$ cat src/rtl/tdm_seq_4ch.sv
// Slot sequencer for a 4-channel TDM link: snapshots a word for the mux, steps the shared
// selector through slots 0..3 and reassembles the demux outputs into a received word.
module tdm_seq_4ch #(
  parameter int unsigned SLOT_CYCLES = 1
) (
  input  logic       clk,
  input  logic       rst_n,
  input  logic       en,
  input  logic [3:0] I_in,
  output logic [3:0] I_hold,
  output logic [1:0] S,
  output logic       frame_sync,
  input  logic [3:0] f_in,
  output logic [3:0] O,
  output logic       o_valid
);

  localparam int unsigned CW = (SLOT_CYCLES > 1) ? $clog2(SLOT_CYCLES) : 1;
  localparam logic [CW-1:0] CNT_LAST = CW'(SLOT_CYCLES - 1);

  localparam logic ST_IDLE = 1'b0;
  localparam logic ST_RUN  = 1'b1;

  logic          state_q, state_d;
  logic [1:0]    s_q, s_d;
  logic [CW-1:0] cnt_q, cnt_d;
  logic [2:0]    shadow_q, shadow_d;
  logic [3:0]    i_hold_q, i_hold_d;
  logic [3:0]    o_q, o_d;
  logic          o_valid_q, o_valid_d;
  logic          frame_sync_q, frame_sync_d;
  logic          slot_end;

  assign slot_end = (cnt_q == CNT_LAST);

  always_comb begin
    state_d      = state_q;
    s_d          = s_q;
    cnt_d        = cnt_q;
    shadow_d     = shadow_q;
    i_hold_d     = i_hold_q;
    o_d          = o_q;
    o_valid_d    = 1'b0;
    frame_sync_d = 1'b0;

    case (state_q)
      ST_IDLE: begin
        s_d      = 2'd0;
        cnt_d    = '0;
        shadow_d = 3'd0;
        if (en) begin
          i_hold_d     = I_in;
          frame_sync_d = 1'b1;
          state_d      = ST_RUN;
        end
      end
      ST_RUN: begin
        if (!en) begin
          // Abort: drop the partial word, keep O and I_hold as they were.
          state_d  = ST_IDLE;
          s_d      = 2'd0;
          cnt_d    = '0;
          shadow_d = 3'd0;
        end else if (!slot_end) begin
          cnt_d = cnt_q + 1'b1;
        end else begin
          cnt_d = '0;
          if (s_q != 2'd3) begin
            shadow_d[s_q] = f_in[s_q];
            s_d           = s_q + 2'd1;
          end else begin
            // Last slot: publish the word and start the next frame with no gap.
            o_d          = {f_in[3], shadow_q};
            o_valid_d    = 1'b1;
            s_d          = 2'd0;
            i_hold_d     = I_in;
            frame_sync_d = 1'b1;
          end
        end
      end
      default: state_d = ST_IDLE;
    endcase
  end

  always_ff @(posedge clk) begin
    if (!rst_n) begin
      state_q      <= ST_IDLE;
      s_q          <= 2'd0;
      cnt_q        <= '0;
      shadow_q     <= 3'd0;
      i_hold_q     <= 4'd0;
      o_q          <= 4'd0;
      o_valid_q    <= 1'b0;
      frame_sync_q <= 1'b0;
    end else begin
      state_q      <= state_d;
      s_q          <= s_d;
      cnt_q        <= cnt_d;
      shadow_q     <= shadow_d;
      i_hold_q     <= i_hold_d;
      o_q          <= o_d;
      o_valid_q    <= o_valid_d;
      frame_sync_q <= frame_sync_d;
    end
  end

  assign I_hold     = i_hold_q;
  assign S          = s_q;
  assign frame_sync = frame_sync_q;
  assign O          = o_q;
  assign o_valid    = o_valid_q;

endmodule

$ cat config.mk
export PLATFORM = sky130hd
export DESIGN_NAME = tdm_seq_4ch
export DESIGN_NICKNAME = d
export VERILOG_FILES = /design/src/rtl/tdm_seq_4ch.sv
export SDC_FILE = /design/constraint.sdc
export NUM_CORES = 1
export LEC_CHECK = 0
export BUFFER_PORTS_ARGS = -buffer_cell sky130_fd_sc_hd__buf_2
export CAP_MARGIN = 20
export CORE_MARGIN = 2
export CORE_UTILIZATION = 33
export DETAILED_ROUTE_END_ITERATION = 16
export GPL_ROUTABILITY_DRIVEN = 0
export GPL_TIMING_DRIVEN = 0
export PLACE_DENSITY = 0.64
export SKIP_CTS_REPAIR_TIMING = 1
export SLEW_MARGIN = 20
export SYNTH_ARGS = -nofsm -noshare
export SYNTH_HDL_FRONTEND = slang
export SYNTH_SLANG_ARGS = --single-unit
$ cat constraint.sdc
create_clock -name clk -period 1.3 [get_ports clk]
set_clock_uncertainty 0.1 [all_clocks]
set_input_delay 0.065 -clock clk [delete_from_list [all_inputs] [get_ports clk]]
set_output_delay 0.065 -clock clk [all_outputs]
set_load 0.01 [all_outputs]
# Yosys cells after proc, flatten, opt, wreduce, memory -nomap -nowiden
# Index checks and enable logic that the tools add are counted.
# classes
add_sub_neg	2
n_lt_le_gt_ge	2
eq_ne	7
muxes	26
bitwise_logic	3
reduce_logical	5
# op_table
op	n
$mux 4	4
$ne 2x2->1 const B	5
$mux 3	3
$mux 1	8
$pmux 4 s2	1
$reduce_and 4->1	2
$mux 2	3
$pmux 3 s2	1
$pmux 1 s2	2
$pmux 2 s2	1
$reduce_and 2->1	2
$bwmux 3	1
$lt 2x3->1 const B	1
$ne 3x2->1 const B	1
$ne 3x3->1 const B	1
$not 1->1	3
$add 2x1->2 const B	1
$bmux 1 s2	1
$demux 1 s2	1
$ge 2x1->1 const B	1
$add 1x1->1 const B	1
$logic_and 1x1->1	1
# word_totals
reg_bits	17
output_inout_bits	12
wordCells	53

# Longest topological paths before layout
# Gate-level depths: netlist (run 1).
# depth
depth_word	9
ltp_mapped	5
depth_no_buf	5

# Worst setup path after synthesis (run 1)
# No wires, ideal clock.
# synth_path
path_kind	register -> register
from	reg s_q[0], in the netlist S[0]
to	reg i_hold_q[0], in the netlist I_hold[0]
setup_ns	0.115
t_arrival_ns	1.232
t_required_ns	1.085
slack_ns	-0.147
path_stages_with_launch	5
n_path_buf	0
synth_period_minus_slack_ns	1.447
cell_sequence	dfxtp_1 ha_1 nand2b_1 and3_1 o21a_1
# synth_via
elab_chain_cells	3
# synth_lines
item	line	rtl
start, declared	25	logic [1:0] s_q, s_d;
start signal, assigned	88	s_q <= 2'd0;
start signal, assigned	97	s_q <= s_d;
$ne 2x2->1	68	if (s_q != 2'd3) begin
$ne 2x2->1 (no line)	-	
$reduce_and 4->1 (no line)	-	
end signal, assigned	100	i_hold_q <= i_hold_d;
end, declared	28	logic [3:0] i_hold_q, i_hold_d;
# Every way passes these cells.
# A chain may end at the register's enable or synchronous reset.

# Worst setup path in the final report (run 1)
# layout_path
from	reg s_q[0], in the netlist S[0]
to	reg shadow_q[2]
# layout_via
elab_chain_cells	9
elab_cells_between_ends	15
# layout_lines
item	line	rtl
$lt 2x3->1 (not written as such) / $ge 2x1->1 (equally long branches)	69	shadow_d[s_q] = f_in[s_q];
$logic_and 1x1->1 (not written as such)	69	
$mux 1 (not written as such)	69	
$demux 1 s2	69	
$bwmux 3	69	
$mux 3	68	
$mux 3	64	end else if (!slot_end) begin
$mux 3	58	if (!en) begin
$pmux 3 s2	46	case (state_q)
end signal, assigned	99	shadow_q <= shadow_d;
end, declared	27	logic [2:0] shadow_q, shadow_d;
# Several ways; a longest one is shown, not always the timed one. The select of a mux whose other input is x is not followed.

==> key figures, run 1 <==
Final layout
  – Most frequent cells in the layout: 22 x buf_2, 14 x dfxtp_1, 8 x nor2_1
  – Diodes inserted: 0
  – Syn-to-layout area delta: 38.51%
  – # nets final: 106
  – Fill cells: 205
  – Share of post-route cells with drive strength above 1: 42.22%
  – Most common cell after layout, fill and taps aside: buf_2

Logic synthesis
  – Avg Cell Area, Syn: 10.53 um^2
  – Flops & latches, synth: 16
  – Distinct cells, synth: 17
  – Cell Area, Synth: 653.1 um^2
  – Synth Warn #: 0
  – Mapped Cells: 62
  – Syn Nets: 77
  – Sequential-to-total area share from yosys stat: 49.04%

Global routing
  – Met2 Use GR: 19.21%
  – Vias in the first global route: 475
  – GR peak layer: met2
  – Met3 GRT Util: 2.778%
  – Total track usage: 11.46%
  – Global-route wire length before repair: 2090 um
  – Initial antenna violation count: 0
  – GR Util met1: 13.14%
  – Largest net degree at the start of global routing: 11
  – GR Overflow Total: 0

Drt
  – Total wire length: 1262 um
  – Routed vias/inst: 4.581
  – Post-DR wirelength/cell: 10.79 um
  – # DRC: 0
  – 1st-iter DRT viols: 10
  – DRT Pass-1 Iters: 4
  – Final antenna-violating net count: 0
  – Via count: 536

Place
  – Hpwl dp: 891.6 um
  – PortBufs: 21

Flow run
  – Max-cap violation count: 0

Setup path
  – WP data required: 1380 ps
  – CP endpoint kind: flip-flop
  – Slowest stage delay, CP: 540 ps
  – Critical path class: reg -> reg
  – Arrival @ worst endpoint: 1430 ps
  – Crit path launch type: flip-flop
  – Crit Path Max Fanout: 5
  – CP Cell Sequence: mux4_2 -> mux2i_1 -> nor2_1
  – Slowest cell on the critical path: mux4_2

Clocking
  – # H-tree levels: 1
  – Num CTS Buffers: 3
  – Clk pin slew, worst setup/hold paths: 90 ps
  – CTS tree: built
  – Sink Count: 16
  – CTS Buffer Depth: 2
  – Root buf cell: clkbuf_4
  – Worst-Skew Late Latency: 280 ps

Floorplan
  – Initial core utilization: 33.98%
  – Die ar.: 2351 um^2
  – Die width: 48.49 um
  – Die H: 48.49 um
  – I/O Pins: 23
  – Core area: 1922 um^2
  – Site Rows: 16

Timing
  – Setup TNS: -130.7 ps
  – Final hold slack: -58.68 ps
  – Final count of negative-setup-slack endpoints: 3
  – Unrepaired setup endpoints after global routing: yes
  – Peak Freq: 740.1 MHz
  – Fin. max-slew vios: 0
  – Setup WS post-layout: -51.17 ps
  – Period minus WS final: 1351 ps
  – Fin crit share: 103.9%
  – Worst Tran Pin Value: 237.8 ps
  – Final hold viol count: 1
  – Worst rel slew slack: 84.12%

Worst hold path
  – Hold/Removal Path Class: in -> reg

Pwr
  – LEAKAGE: 0.4280 nW
  – Pwr Total: 0.0009161 W
  – Maximum vdd drop: 0.6209 mV
  – Pwr/cell area: 1013 nW/um^2

Outcome
  – Violated checks: hold timing, setup timing
  – Status: finished, violations left
[logic make-up (layout without fill, tap and decap cells)]
logic type | Yosys count | after routing | synth area share [%]
simple gates | 22 | 23 | 17.43
buf+inv | 4 | 31 | 2.490
mux | 8 | 8 | 14.18
compound gates | 8 | 8 | 9.196
fa+ha+maj | 4 | 4 | 7.663
flops | 16 | 16 | 49.04
[registers in the layout (all words and copies together), names as in the netlist]
signal      count
I_hold          4
O               4
S               2
frame_sync      1
o_valid         1
shadow_q        3
state_q         1
[metal layers]
metal	vias up	part of all wire, %
met3	0	5.9
met4	0	0
li1	271	-
met5	-	0
met2	16	48
met1	249	46
[power breakdown]
group | total (W) | leakage [nW] | switching [W] | internal, W
registers | 0.000508 | 0.131 | 0.00000816 | 0.000500
clock network | 0.000325 | 0.0210 | 0.000154 | 0.000170
logic | 0.0000831 | 0.276 | 0.0000368 | 0.0000463
total | 0.000916 | 0.428 | 0.000199 | 0.000717
[worst max-delay path: cells and delay by family (launching register included)]
family        cells  cell delay (ps)
flops             1              400
simple gates      1               50
mux               2              690
[path summary, 6_finish.rpt]
path	start	end	slack, ps	depth (start not counted)
worst max-delay path	S[0]	shadow_q[2]	-50	3
worst min-delay path	f_in[3]	O[3]	-60	3
worst max register to register	S[0]	shadow_q[2]	-50	3
worst min register to register	shadow_q[2]	O[2]	400	2
[layout make-up]
type	count	area, um^2	share of cell area [%]
inverters	3	11.26	1.245
multi-input cells	43	370.4	40.94
clock buffers	4	36.28	4.011
flip-flops and latches	16	325.3	35.96
plain buffers	1	5.005	0.5533
repair buffers	23	122.6	13.55
well taps	27	33.78	3.734
[Yosys cell counts, drive strengths merged]
cell type | instances | area (um^2)
nor3 | 1 | 5.000
o21a | 4 | 30.03
buf | 1 | 5.000
a21boi | 4 | 30.03
dfxtp | 16 | 320.3
and3 | 4 | 25.02
and2 | 2 | 12.51
nand3 | 1 | 5.000
nand2 | 1 | 3.750
nor2 | 8 | 30.03
mux2i | 7 | 70.07
ha | 4 | 50.05
nand2b | 1 | 6.260
mux4 | 1 | 22.52
inv | 3 | 11.26
nor3b | 1 | 7.510
nor2b | 3 | 18.77
[stage by stage]
step	area, um^2	hold WS [ps]	instances	util [%]	setup slack, ps
detailed placement	810.8	242.9	110	42.19	-45.04
CTS	847.1	-64.28	114	44.08	-65.68
finish	904.6	-58.68	117	47.07	-51.17
global route	904.6	-52.66	117	47.07	-98.49
floorplan	671.9	82.60	62	-	2.344
global placement	810.8	234.0	110	42.19	-37.03
Note: power is estimated with default switching activity, not from simulation.
==> run 2, diff against run 1 <==
--- a/config.mk
+++ b/config.mk
@@ -12,7 +12,7 @@
 export DETAILED_ROUTE_END_ITERATION = 16
 export GPL_ROUTABILITY_DRIVEN = 0
 export GPL_TIMING_DRIVEN = 0
-export PLACE_DENSITY = 0.64
+export PLACE_DENSITY = 0.62
 export SKIP_CTS_REPAIR_TIMING = 1
 export SLEW_MARGIN = 20
 export SYNTH_ARGS = -nofsm -noshare
==> constraint.sdc (replaced) <==
create_clock -name clk -period 1.6 [get_ports clk]
set_clock_uncertainty 0.1 [all_clocks]
set_input_delay 0.08 -clock clk [delete_from_list [all_inputs] [get_ports clk]]
set_output_delay 0.08 -clock clk [all_outputs]
set_load 0.01 [all_outputs]
==> run 2 against run 1 <==
The flow now finishes without violations. Worst setup slack gained 180 ps. Fmax is 8.2% lower. Clock power is 20% lower. Final cell count shrank 0.85%. Wire length decreased by 13%.
==> key figures, run 2 (same netlist as run 1, synthesis figures left out) <==
Place
  – Hpwl dp: 860.9 um (-3.4%)
  – PortBufs: 21 (unchanged)

Timing
  – Worst Tran Pin Value: 297.3 ps (+59.50 ps)
  – Worst rel slew slack: 80.12% (-4.0 points)
  – Fin crit share: 91.96% (-12 points)
  – Unrepaired setup endpoints after global routing: no
  – Period minus WS final: 1471 ps (+120.1 ps)
  – Fin. max-slew vios: 0 (unchanged)
  – Final hold slack: 31.64 ps (+90.31 ps)
  – Peak Freq: 679.7 MHz (-8.2%)
  – Final count of negative-setup-slack endpoints: 0 (-3)
  – Setup TNS: 0 ps (+130.7 ps)
  – Final hold viol count: 0 (-1)

Global routing
  – Initial antenna violation count: 0 (unchanged)
  – Total track usage: 9.690% (-1.8 points)
  – Global-route wire length before repair: 1787 um (-14%)
  – Vias in the first global route: 450 (-5.3%)
  – Largest net degree at the start of global routing: 11 (unchanged)
  – GR Overflow Total: 0 (unchanged)

Setup path
  – Crit path launch type: flip-flop
  – CP Cell Sequence: ha_2 -> nand3_1 -> mux2i_1 -> nor2_1
  – WP data required: 1680 ps (+300 ps)
  – Bufs and invs on worst path: 0 (unchanged)
  – Slowest cell on the critical path: dfxtp_1
  – Critical path class: reg -> reg
  – Arrival @ worst endpoint: 1550 ps (+120 ps)
  – CP endpoint kind: flip-flop
  – Delay-heaviest family, CP: flip-flops
  – Crit Path Max Fanout: 7 (+2)
  – Slowest stage delay, CP: 450 ps (-90 ps)

Drt
  – # DRC: 0 (unchanged)
  – Post-DR wirelength/cell: 9.491 um (-12%)
  – Total wire length: 1101 um (-13%)
  – DRT Pass-1 Iters: 2 (-2)
  – Final antenna-violating net count: 0 (unchanged)
  – 1st-iter DRT viols: 4 (-6)
  – Via count: 506 (-5.6%)
  – Routed vias/inst: 4.362 (-4.8%)

Clocking
  – CTS tree: built
  – Num CTS Buffers: 3 (unchanged)
  – Root buf cell: clkbuf_4
  – Sink Count: 16 (unchanged)
  – # H-tree levels: 1 (unchanged)
  – CTS Buffer Depth: 2 (unchanged)
  – Clk pin slew, worst setup/hold paths: 90 ps (about the same)
  – Worst-Skew Late Latency: 280 ps (about the same)

Floorplan
  – Die ar.: 2351 um^2 (unchanged)
  – Site Rows: 16 (unchanged)
  – Core area: 1922 um^2 (unchanged)
  – Die H: 48.49 um (unchanged)
  – Die width: 48.49 um (unchanged)
  – Initial core utilization: 33.98% (unchanged)
  – I/O Pins: 23 (unchanged)

Worst hold path
  – Hold/Removal Path Class: in -> reg

Pwr
  – Pwr Total: 0.0007327 W (-20%)
  – LEAKAGE: 0.4256 nW (-0.54%)
  – Pwr/cell area: 858.7 nW/um^2 (-15%)
  – Maximum vdd drop: 0.5364 mV (-14%)

Flow run
  – Max-cap violation count: 0 (unchanged)

Final layout
  – Syn-to-layout area delta: 30.65%
  – Most common cell after layout, fill and taps aside: buf_2
  – # nets final: 105 (-0.94%)
  – Diodes inserted: 0 (unchanged)
  – Sequential Area: 320.3 um^2 (-1.5%)
  – Fill cells: 207 (+0.98%)
  – Share of post-route cells with drive strength above 1: 32.58% (-9.6 points)
  – Most frequent cells in the layout: 22 x buf_2, 16 x dfxtp_1, 8 x nor2_1
  – Multi-input logic area: 321.6 um^2 (-13%)

Outcome
  – Status: completed
run 2: per-stage QoR:
step	cells	cell area (um^2)	util, %	setup WS, ps
CTS	114	828.3	43.10	32.46
finish	116	853.3	44.40	128.7
global placement	110	792.0	41.21	68.07
global route	116	853.3	44.40	38.03
detailed placement	110	792.0	41.21	43.04
floorplan	62	653.1	-	153.5
run 2: final cells by class:
| class | count | area share (%) |
|---|---|---|
| clock buffer | 4 | 4.252 |
| multi-input combinational | 42 | 37.68 |
| inverter | 3 | 1.320 |
| tap | 27 | 3.959 |
| sequential | 16 | 37.54 |
| buffer | 1 | 0.5865 |
| timing repair buffer | 23 | 14.66 |
run 2: report_power, final:
group	switching (W)	internal, W	total [W]	leakage (nW)
sequential	0.00000513	0.000407	0.000413	0.130
combinational	0.0000268	0.0000327	0.0000596	0.275
clock	0.000122	0.000138	0.000261	0.0210
run 2: final timing paths:
kind / slack (ps) / cells after the start / startpoint / end
worst max-delay path: 130 / 4 / S[0] / O[2]
worst min-delay path: 30 / 3 / I_in[0] / I_hold[0]
worst max register to register: 130 / 4 / S[0] / O[2]
worst min register to register: 400 / 2 / O[2] / O[2]
run 2: metal layers:
metal  wire length (um)  share of wire [%]  global-route usage [%]
met5                  0                  0                       0
met4                  0                  0                   1.429
met3                 83                7.5                   4.938
met2                526                 48                   16.90
met1                492                 45                   10.81
run 2: tightest hold or removal path: stages:
cell	delay [ps]
buf_2	70
and3_1	130
o21a_1	110
